`config.mk`:
```
export PLATFORM = sky130hd
export DESIGN_NAME = uninasoc_irq_ctrl
export DESIGN_NICKNAME = d
export VERILOG_FILES = /design/src/rtl/uninasoc_irq_ctrl.sv
export SDC_FILE = /design/constraint.sdc
export NUM_CORES = 1
export LEC_CHECK = 0
export ABC_AREA = 1
export BUFFER_PORTS_ARGS = -buffer_cell sky130_fd_sc_hd__buf_4
export CAP_MARGIN = 40
export CORE_ASPECT_RATIO = 2
export CORE_MARGIN = 5
export CORE_UTILIZATION = 45
export CTS_CLUSTER_SIZE = 40
export DETAILED_ROUTE_END_ITERATION = 16
export PLACE_DENSITY = 0.84
export RECOVER_POWER = 100
export SLEW_MARGIN = 15
export SYNTH_ARGS = -nofsm -noshare
export SYNTH_HDL_FRONTEND = slang
export SYNTH_SLANG_ARGS = --single-unit
```
`constraint.sdc`:
```
create_clock -name clk_i -period 4.8 [get_ports clk_i]
set_clock_uncertainty 0.2 [all_clocks]
set_input_delay 0.96 -clock clk_i [delete_from_list [all_inputs] [get_ports clk_i]]
set_output_delay 0.96 -clock clk_i [all_outputs]
set_load 0.01 [all_outputs]
```
`src/rtl/uninasoc_irq_ctrl.sv`:
```
`default_nettype none
// ============================================================================
// Module   : uninasoc_irq_ctrl
// Function : Gateways, priority arbitration and claim/complete for SoC IRQs.
// Revision : 1.0
// ============================================================================
module uninasoc_irq_ctrl #(
  parameter int NUM_SOURCES = 3,
  parameter int PRIO_WIDTH  = 3
) (
  input  logic                   clk_i,
  input  logic                   rst_ni,
  input  logic [NUM_SOURCES-1:0] irq_src_i,
  input  logic                   reg_req_i,
  input  logic                   reg_we_i,
  input  logic [7:0]             reg_addr_i,
  input  logic [31:0]            reg_wdata_i,
  output logic [31:0]            reg_rdata_o,
  output logic                   reg_rvalid_o,
  output logic                   irq_o
);

  localparam logic [5:0] c_WORD_PENDING   = 6'h10;
  localparam logic [5:0] c_WORD_ENABLE    = 6'h11;
  localparam logic [5:0] c_WORD_THRESHOLD = 6'h12;
  localparam logic [5:0] c_WORD_CLAIM     = 6'h13;

  // Bit k-1 of each vector belongs to source ID k.
  logic [NUM_SOURCES-1:0] r_pending;
  logic [NUM_SOURCES-1:0] r_in_service;
  logic [NUM_SOURCES-1:0] r_enable;
  logic [PRIO_WIDTH-1:0]  r_prio [NUM_SOURCES];
  logic [PRIO_WIDTH-1:0]  r_threshold;
  logic [31:0]            r_rdata;
  logic                   r_rvalid;
  logic                   r_irq;

  logic [5:0]             w_word;
  logic                   w_wr;
  logic                   w_claim;
  logic                   w_complete;
  logic [3:0]             w_cid;
  logic [3:0]             w_best_id;
  logic [PRIO_WIDTH-1:0]  w_best_prio;
  logic [31:0]            w_rdata;
  logic [NUM_SOURCES-1:0] w_pending_nxt;
  logic [NUM_SOURCES-1:0] w_in_service_nxt;
  logic                   w_unused_bits;

  assign w_word        = reg_addr_i[7:2];
  assign w_wr          = reg_req_i & reg_we_i;
  assign w_claim       = reg_req_i & ~reg_we_i & (w_word == c_WORD_CLAIM);
  assign w_complete    = w_wr & (w_word == c_WORD_CLAIM);
  assign w_cid         = reg_wdata_i[3:0];
  assign w_unused_bits = ^{reg_addr_i[1:0], reg_wdata_i};

  // Seeding the running best with THRESHOLD enforces PRIO > THRESHOLD, and the
  // strict compare keeps the lowest ID on ties.
  always_comb begin
    w_best_id   = '0;
    w_best_prio = r_threshold;
    for (int k = 0; k < NUM_SOURCES; k++) begin
      if (r_pending[k] && r_enable[k] && (r_prio[k] > w_best_prio)) begin
        w_best_prio = r_prio[k];
        w_best_id   = 4'(k + 1);
      end
    end
  end

  always_comb begin
    w_rdata = '0;
    if (!reg_we_i) begin
      case (w_word)
        c_WORD_PENDING:   w_rdata[NUM_SOURCES:0] = {r_pending, 1'b0};
        c_WORD_ENABLE:    w_rdata[NUM_SOURCES:0] = {r_enable, 1'b0};
        c_WORD_THRESHOLD: w_rdata[PRIO_WIDTH-1:0] = r_threshold;
        c_WORD_CLAIM:     w_rdata[3:0] = w_best_id;
        default: begin
          for (int k = 0; k < NUM_SOURCES; k++) begin
            if (w_word == 6'(k + 1)) w_rdata[PRIO_WIDTH-1:0] = r_prio[k];
          end
        end
      endcase
    end
  end

  // A claimed source is already pending, so the gateway cannot re-pend it in
  // the claim cycle; the claim's clear is applied last regardless.
  always_comb begin
    w_pending_nxt    = r_pending | (irq_src_i & ~r_in_service);
    w_in_service_nxt = r_in_service;
    for (int k = 0; k < NUM_SOURCES; k++) begin
      if (w_claim && (w_best_id == 4'(k + 1))) begin
        w_pending_nxt[k]    = 1'b0;
        w_in_service_nxt[k] = 1'b1;
      end
      if (w_complete && (w_cid == 4'(k + 1))) begin
        w_in_service_nxt[k] = 1'b0;
      end
    end
  end

  always_ff @(posedge clk_i) begin
    if (!rst_ni) begin
      r_pending    <= '0;
      r_in_service <= '0;
      r_enable     <= '0;
      r_threshold  <= '0;
      r_rdata      <= '0;
      r_rvalid     <= 1'b0;
      r_irq        <= 1'b0;
      for (int k = 0; k < NUM_SOURCES; k++) begin
        r_prio[k] <= '0;
      end
    end else begin
      r_pending    <= w_pending_nxt;
      r_in_service <= w_in_service_nxt;
      r_irq        <= (w_best_id != 4'd0);
      r_rvalid     <= reg_req_i;
      if (reg_req_i) begin
        r_rdata <= w_rdata;
      end
      if (w_wr && (w_word == c_WORD_ENABLE)) begin
        r_enable <= reg_wdata_i[NUM_SOURCES:1];
      end
      if (w_wr && (w_word == c_WORD_THRESHOLD)) begin
        r_threshold <= reg_wdata_i[PRIO_WIDTH-1:0];
      end
      for (int k = 0; k < NUM_SOURCES; k++) begin
        if (w_wr && (w_word == 6'(k + 1))) begin
          r_prio[k] <= reg_wdata_i[PRIO_WIDTH-1:0];
        end
      end
    end
  end

  assign reg_rdata_o  = r_rdata;
  assign reg_rvalid_o = r_rvalid;
  assign irq_o        = r_irq;

endmodule
`default_nettype wire
```
==> impl_metrics.py, run 1 <==
metrics = {
    "power_and_ir_drop": {
        "p_leak_uw": 0.000946,
        "p_int_uw": 325,
        "p_sw_share_pct": 28.0,
        "p_sw_uw": 126,
        "ir_drop_uv": 254,
        "clkPwrFrac_pct": 30.0,
        "power_frac_comb_pct": 15.0,
        "share_seq_of_total_power_pct": 55.0,
        "powerDensity_nw_per_um2": 226,
    },
    "global_route": {
        "grt_pass1_vias": 1640,
        "track_usage_pct": 16.7,
        "grt_pass1_wl_um": 7340,
        "grt_max_degree": 18,
        "grt_antenna_before_repair": 0,
        "globalRouteOverflowTotal": 0,
    },
    "synth": {
        "netlist_area_sq_um": 1900,
        "ys_top_cells_by_area": "dfxtp_1 19%, edfxtp_1 14%, nand2_1 11%",
        "syn_avg_cell_area_sq_um": 7.41,
        "synth_top_area_share_pct": 19.0,
        "synth_enable_flop_cells": 9,
        "async_reset_ff_share_pct": 0,
        "netlist_instances": 256,
        "synth_seq_cells": 27,
        "seq_area_frac_synth_pct": 33.2,
        "yosys.area.top_type": "dfxtp_1",
        "yosysUniqueCellTypes": 31,
        "yosys_warnings": 0,
        "synth-main-ff-cell": "dfxtp_1",
    },
    "route": {
        "ant_nets": 0,
        "drc": 0,
        "routedWlPerCell_um": 13.8,
        "drt-pass1-iter-count": 4,
        "viasPerCell": 4.97,
        "drtIter0Drc": 58,
        "vias": 1649,
        "routed_wl_um": 4570,
    },
    "clocking": {
        "clock_latency_ns": 0.28,
        "cts_tree": "yes",
        "cts.sinks": 27,
        "clk_pin_slew_ns": 0.09,
        "cts_buffers": 3,
        "cts_resized": 0,
        "htreeDepth": 1,
        "cts_max_path_buffers": 2,
        "ctsHoldBuffers": 0,
        "ctsRootBufferMaster": "clkbuf_8",
        "cts_setup_buffers": 0,
    },
    "timing": {
        "max_slew_margin_pct": 61.5,
        "min_period_ns": 3.79,
        "rsz0062_at_grt": "false",
        "fmax_ghz": 0.264,
        "finalMaxSlewViolations": 0,
        "hold_viol_final": 0,
        "setup_viol": 0,
        "min_period_over_period_pct": 79.1,
        "worst_pin_slew_ns": 0.575,
        "fin_tns_setup_ns": 0,
    },
    "layout": {
        "area_growth_pct": 5.54,
        "final_common_cell": "nand2_1",
        "drive_above_1_share_pct": 16.1,
        "antenna_cells": 0,
        "post-route-util_pct": 49.0,
        "final_nets": 337,
        "final_cell_mix": "61 x nand2_1, 28 x conb_1, 26 x inv_1",
    },
    "floorplan": {
        "core_sq_um": 4090,
        "die_w_um": 55.9,
        "core.rowCount": 33,
        "die_area_sq_um": 5690,
        "die_h_um": 102,
        "pin_count": 81,
        "initial_core_util_pct": 46.4,
    },
    "critical_path": {
        "crit_family": "simple AND/OR/NAND/NOR gates",
        "cp-end-kind": "flop",
        "crit_path_frequent_cell": "nand2_1",
        "cp_slowest_stage_delay_ns": 0.38,
        "path_cells": "inv_1, ha_1, nand2_1, nor2_1, nor2_1, nor2_4, nor2_1, a21oi_1, ha_1, nand3_1, nand2_1, inv_1, nand2_1, nand2_1, o21ai_0, ha_1, a21oi_1, nand2_1, nand3b_1, and3_1, nand2_1, nand2_1, inv_1",
        "arrival_ns": 3.78,
        "worstPathRequired_ns": 4.79,
        "crit_slowest_cell": "dfxtp_1",
        "path_class": "reg -> reg",
        "critPathMaxFanout": 9,
        "start_kind": "flop",
        "path_buf_inv": 3,
    },
    "worst_hold_path": {
        "hold_class": "reg -> reg",
    },
    "place": {
        "gp_congestion": 0.950,
        "port_buffers": 22,
        "dpl.hpwl_um": 3770,
    },
    "run_status": {
        "status": "finished clean",
    },
    "job": {
        "max_cap_violations": 0,
    },
}
-- worst paths after layout --
path,endpoint,startpoint,slack [ns],cells after the start
worst max-delay path,r_pending[1],r_threshold[2],1.01,23
worst min-delay path,reg_rdata_o[3],reg_rdata_o[3],0.27,2
worst max register to register,r_pending[1],r_threshold[2],1.01,23
worst min register to register,reg_rdata_o[3],reg_rdata_o[3],0.27,2
-- cell usage after synthesis, types with 6 or more instances --
master	instances
inv_2	8
nand3_1	10
dfxtp_1	18
edfxtp_1	9
ha_1	9
nor2_4	6
o21ai_0	11
buf_4	28
nor2_1	20
inv_1	26
a21oi_1	18
nand2_1	58
-- power by group through the flow --
stage | Sequential, uW | Clock [uW] | Combinational, uW
final | 248 | 136 | 67.5
after global routing | 249 | 146 | 75.5
after CTS | 248 | 137 | 69.5
after detailed placement | 253 | 0 | 69.0
after global placement | 253 | 0 | 67.6
after floorplan | 251 | 0 | 62.3
-- sequential cells by signal (all words and copies together) (netlist names) --
signal        cells
r_in_service      3
r_prio            9
reg_rvalid_o      1
irq_o             1
reg_rdata_o       4
r_threshold       3
r_enable          3
r_pending         3
-- cell type report --
type,count,area (sq um)
Fill cell,408,2090
Multi-Input combinational cell,192,985
Clock inverter,1,8.76
Sequential cell,27,631
Inverter,35,133
Clock buffer,3,41.3
Tap cell,52,65.1
Timing Repair Buffer,22,139
-- through the flow --
step	power [uW]	hold slack [ns]	instances	setup WS [ns]	area [sq um]
after floorplan	314	0.240	283	1.59	2000
after global placement	321	0.256	328	1.10	2010
after detailed placement	322	0.258	328	1.07	2010
after CTS	454	0.272	332	1.05	2060
after global routing	471	0.284	332	0.512	2000
final	452	0.271	332	1.01	2000
-- logic make-up after synthesis --
logic type | after synthesis | synth area share, %
adder cells (fa/ha/maj) | 9 | 5.94
AO/OA/AOI/OAI | 41 | 12.1
buffers and inverters | 64 | 18.3
other | 1 | 0.198
flip-flops | 27 | 33.2
AND/OR/NAND/NOR | 114 | 30.3
-- layer usage --
layer	share of wire [%]	wire length, um	vias up	GRT usage, %
met3	4.2	191	22	0.759
li1	-	-	809	-
met5	0	0	-	0
met4	4.6	211	0	10.6
met2	58	2630	72	34.4
met1	33	1530	746	15.5
-- tightest hold or removal path, delay by kind of cell, from the launching register on --
| family | cells | cell delay [ns] |
|---|---|---|
| compound gates | 1 | 0.05 |
| flops | 1 | 0.32 |
| simple gates | 1 | 0.06 |
Power figures use the tool's default switching activity.
==> run 2, diff against run 1 <==
Settings changed: CORE_UTILIZATION 45 to 43.
Clock period 4.8 ns to 3.4 ns, I/O delays scaled along.
==> impl_metrics.py, run 2 (synthesis results as in run 1) <==
metrics = {
    "critical_path": {
        "worstReg2RegEnd": "r_in_service[0]",
        "crit_family": "simple AND/OR/NAND/NOR gates",
        "worstRegToRegCells": 22,
        "reg2reg_from": "r_prio[0][2]",
        "path_cells": "ha_4, nand2_2, nor2_2, nor2_2, nor2_4, buf_12, nor2_2, a21oi_2, ha_1, nand3_2, nand2_2, inv_2, nand2_4, nand2_1, o21ai_1, ha_1, a21oi_2, nand2_1, nand3b_1, and3_4, nand2_2, a21oi_2",
        "regToRegSetupSlack_ns": -0.07,
        "arrival_ns": 3.49,
        "critPathMaxFanout": 7,
        "path_buf_inv": 2,
        "worstPathRequired_ns": 3.42,
        "cp_slowest_stage_delay_ns": 0.44,
        "crit_slowest_cell": "edfxtp_1",
        "path_class": "reg -> reg",
        "start_kind": "flop",
        "cp-end-kind": "flop",
    },
    "worst_hold_path": {
        "hold_class": "reg -> reg",
        "hold_path_end": "reg_rdata_o[3]",
        "holdPathStages": 2,
        "min_from": "reg_rdata_o[3]",
    },
    "layout": {
        "final_cell_mix": "55 x nand2_1, 38 x buf_4, 28 x conb_1",
        "design_area_sq_um": 2340,
        "top_register": "r_prio",
        "largest_reg_flops": 9,
        "area_growth_pct": 23.2,
        "nFillCells": 416,
        "antenna_cells": 0,
        "drive_above_1_share_pct": 31.4,
        "final_common_cell": "nand2_1",
        "final_nets": 363,
    },
    "route": {
        "routed_wl_um": 4950,
        "viasPerCell": 4.98,
        "routedWlPerCell_um": 13.7,
        "drtIter0Drc": 42,
        "drt-pass1-iter-count": 4,
        "vias": 1794,
        "ant_nets": 0,
        "drc": 0,
    },
    "timing": {
        "fin_tns_setup_ns": -0.225,
        "hold_viol_final": 0,
        "max_slew_margin_pct": 60.1,
        "min_period_ns": 3.47,
        "finalMaxSlewViolations": 0,
        "fmax_ghz": 0.288,
        "fin_ws_ns": -0.0689,
        "setup_viol": 7,
        "min_period_over_period_pct": 102,
        "worst_pin_slew_ns": 0.596,
        "rsz0062_at_grt": "true",
    },
    "floorplan": {
        "die_w_um": 57.0,
        "pin_count": 81,
        "die_h_um": 104,
        "die_area_sq_um": 5920,
        "core_sq_um": 4300,
        "core.rowCount": 34,
        "initial_core_util_pct": 44.1,
    },
    "place": {
        "dpl.hpwl_um": 3840,
        "port_buffers": 22,
        "dpl_cell_area_sq_um": 2110,
        "gp_congestion": 0.959,
        "place_ws_ns": -0.209,
    },
    "clocking": {
        "cts.sinks": 27,
        "ctsHoldBuffers": 0,
        "htreeDepth": 1,
        "cts_max_path_buffers": 2,
        "clock_latency_ns": 0.28,
        "cts_tree": "yes",
        "ctsRootBufferMaster": "clkbuf_8",
        "clk_pin_slew_ns": 0.10,
        "cts_buffers": 3,
    },
    "job": {
        "max_cap_violations": 0,
    },
    "power_and_ir_drop": {
        "p_leak_uw": 0.00111,
        "ir_drop_uv": 317,
        "fin_total_pwr_uw": 654,
        "powerDensity_nw_per_um2": 280,
    },
    "global_route": {
        "grt_max_degree": 18,
        "grt_antenna_before_repair": 0,
        "globalRouteOverflowTotal": 0,
        "track_usage_pct": 16.9,
        "grt_pass1_wl_um": 7940,
        "grt_pass1_vias": 1811,
    },
    "run_status": {
        "status": "finished, violations left",
        "violations": "negative setup slack",
    },
}
[run 2: cell count changes in the layout (fill, tap and decap cells not counted), moves of 3 or more]
cell | before | now
ha_1 | 9 | 6
nor2_2 | 2 | 6
nor2_1 | 22 | 17
buf_4 | 14 | 38
o21ai_0 | 11 | 8
nand2_2 | 2 | 6
a21oi_2 | 3 | 7
nand2_1 | 61 | 55
a21oi_1 | 19 | 14
[run 2: what timing repair did]
| item | CTS | global route |
|---|---|---|
| resized for setup | 18 | 12 |
| endpoints found under the hold margin | 0 | 0 |
| setup buffers | 10 | 4 |
| setup endpoints to repair | 9 | 9 |
| pin swaps | 17 | 14 |
[run 2: layer usage]
metal	share of wire (%)	vias to the layer above	GRT usage, %	routed length, um
met5	0	-	0	0
met4	8.7	0	13.1	431
met3	6.0	35	1.12	299
met2	54	89	33.2	2660
met1	31	801	14.4	1550
li1	-	869	-	-
[run 2: power by group]
group	total [uW]	internal (uW)	switching (uW)	leakage [uW]
combinational	111	39.7	71.3	0.000850
clock	193	86.1	107	0.0000261
sequential	350	342	7.91	0.000232
[run 2: area by class of cell]
cell class	count	area, sq um	share of cell area (%)
clock buffer	3	41.3	1.77
clock inverter	1	8.76	0.375
inverter	35	133	5.67
multi-input combinational	192	1110	47.3
sequential	27	631	27.0
tap	54	67.6	2.89
timing repair buffer	48	350	15.0
[run 2: how the worst max path moves through the flow]
stage            startpoint  cells after the start  slack, ns               to
5_1_grt        r_prio[0][2]                     22      -0.26  r_in_service[0]
3_3_place_gp   r_prio[0][2]                     21      -0.18     r_pending[1]
4_1_cts        r_prio[0][1]                     23      -0.01     r_pending[1]
2_1_floorplan  r_prio[0][2]                     22       0.19     r_pending[1]
6_report       r_prio[0][2]                     22      -0.07  r_in_service[0]
3_5_place_dp   r_prio[0][2]                     22      -0.21     r_pending[1]
[run 2: through the flow]
step                hold slack [ns]  cells  utilization (%)
finish                        0.273    360             54.4
global route                  0.297    360             54.4
CTS                           0.280    356             54.0
detailed placement            0.266    342             49.0
global placement              0.256    342             49.0
floorplan                     0.240    283                -
[run 2: worst min-delay path, cell delays in order, from the launching register on]
cell and delay, ns:
dfxtp_1 0.32, nand2_1 0.06, a21oi_1 0.06
==> run 3, diff against run 2 <==
Settings changed: CORE_MARGIN 5 to not set.
==> impl_metrics.py, run 3 (synthesis results as in run 1) <==
metrics = {
    "global_route": {
        "grt_pass1_wl_um": 7130,
        "use_met3_pct": 2.53,
        "busiest_layer": "met2",
        "grt_antenna_before_repair": 0,
        "met2_usage_pct": 41.8,
        "grt_max_degree": 16,
        "globalRouteMet1Util_pct": 17.0,
        "track_usage_pct": 20.4,
        "grt_pass1_vias": 1611,
        "globalRouteOverflowTotal": 0,
    },
    "critical_path": {
        "cp_slowest_stage_delay_ns": 0.44,
        "path_class": "reg -> reg",
        "cp-end-kind": "flop",
        "crit_slowest_cell": "edfxtp_1",
        "crit_path_frequent_cell": "nand2_1",
        "start_kind": "flop",
        "worstPathRequired_ns": 3.38,
        "regToRegSetupSlack_ns": -0.01,
        "critPathMaxFanout": 7,
        "path_cells": "ha_4, nand2_1, nor2_2, nor2_2, nor2_4, buf_6, a21oi_2, ha_1, nand3_1, nand2_1, inv_1, nand2_2, nand2_1, o21ai_1, ha_1, a21oi_2, nand2_1, nand3b_1, and3_4, nand2_4, nand2_1, inv_1",
        "arrival_ns": 3.39,
    },
    "layout": {
        "nFillCells": 399,
        "top_register": "r_prio",
        "design_area_sq_um": 2250,
        "final_nets": 358,
        "final_cell_mix": "58 x nand2_1, 34 x buf_4, 28 x conb_1",
        "final_common_cell": "nand2_1",
        "final-seq-area_sq_um": 631,
        "multi_input_area_sq_um": 1070,
        "largest_reg_flops": 9,
        "drive_above_1_share_pct": 28.2,
        "antenna_cells": 0,
        "area_growth_pct": 18.7,
        "post-route-util_pct": 54.0,
    },
    "timing": {
        "finalMaxSlewViolations": 0,
        "min_period_over_period_pct": 100,
        "rsz0062_at_grt": "true",
        "hold_viol_final": 0,
        "fin_tns_setup_ns": -0.0110,
        "worst_pin_slew_ns": 0.660,
        "min_period_ns": 3.41,
        "max_slew_margin_pct": 55.6,
        "fmax_ghz": 0.293,
        "fin_ws_ns": -0.0110,
        "setup_viol": 1,
    },
    "place": {
        "gp_congestion": 0.885,
        "dpl_cell_area_sq_um": 2110,
        "port_buffers": 22,
        "place_ws_ns": -0.159,
        "dpl.hpwl_um": 3700,
    },
    "job": {
        "max_cap_violations": 0,
    },
    "route": {
        "vias": 1760,
        "routed_wl_um": 4580,
        "ant_nets": 0,
        "viasPerCell": 4.99,
        "drc": 0,
        "drt-pass1-iter-count": 6,
        "routedWlPerCell_um": 13.0,
        "drtIter0Drc": 63,
    },
    "floorplan": {
        "die_w_um": 49.0,
        "core_sq_um": 4170,
        "initial_core_util_pct": 45.5,
        "pin_count": 81,
        "core.rowCount": 33,
        "die_area_sq_um": 4700,
        "die_h_um": 95.9,
    },
    "worst_hold_path": {
        "hold_class": "reg -> reg",
    },
    "run_status": {
        "violations": "negative setup slack",
        "status": "finished, violations left",
    },
    "clocking": {
        "cts.sinks": 27,
        "ctsRootBufferMaster": "clkbuf_8",
        "htreeDepth": 1,
        "cts_tree": "yes",
        "clock_latency_ns": 0.28,
        "cts_max_path_buffers": 2,
        "cts_buffers": 3,
        "clk_pin_slew_ns": 0.09,
    },
    "power_and_ir_drop": {
        "p_leak_uw": 0.00108,
        "ir_drop_uv": 331,
        "powerDensity_nw_per_um2": 284,
    },
}
## run 3: cell types whose count changed in the layout (fill, tap and decap cells not counted), sizes merged
cell and change:
clkbuf -1, clkinv +1, inv -1, buf -4
## run 3: through the flow
| step | instances | power, uW | hold slack, ns |
|---|---|---|---|
| floorplan | 283 | 443 | 0.240 |
| global placement | 341 | 457 | 0.253 |
| detailed placement | 341 | 459 | 0.257 |
| CTS | 350 | 636 | 0.271 |
| global route | 353 | 666 | 0.290 |
| finish | 353 | 639 | 0.269 |
## run 3: path summary, 6_finish.rpt
check / from / to / cells past startpoint
worst max register to register: r_prio[0][2] / r_pending[1] / 22
worst max-delay path: r_prio[0][2] / r_pending[1] / 22
worst min-delay path: r_in_service[1] / r_in_service[1] / 2
worst min register to register: r_in_service[1] / r_in_service[1] / 2
## run 3: final cells by class
cell class              count  share of cell area, %
repair buffers             43                   13.7
inverters                  35                   5.89
flip-flops and latches     27                   28.0
clock buffers               3                   1.83
multi-input cells         192                   47.5
clock inverters             1                  0.222
well taps                  52                   2.89
## run 3: critical path: cells and delay by family, from the launching register on
kind | cells | cell delay (ns)
AOI/OAI and AO/OA | 3 | 0.26
adders and majority gates | 3 | 0.92
buffers and inverters | 3 | 0.23
DFF | 1 | 0.44
and+or+nand+nor | 13 | 1.27
## run 3: power breakdown
| part | switching, uW | internal, uW |
|---|---|---|
| combinational | 67.4 | 38.4 |
| clock | 100 | 82.2 |
| sequential | 8.52 | 342 |
## run 3: routing by layer
layer	wire length (um)	part of all wire (%)
met3	200	4.4
met1	1500	33
met2	2580	56
met5	0	0
met4	287	6.3
## run 3: repair_timing
item	4_1_cts	5_1_grt
hold buffers	0	0
resized for setup	12	8
endpoints found under the setup margin	9	9
gates cloned	0	0
setup buffers	5	3
pin swaps	12	13
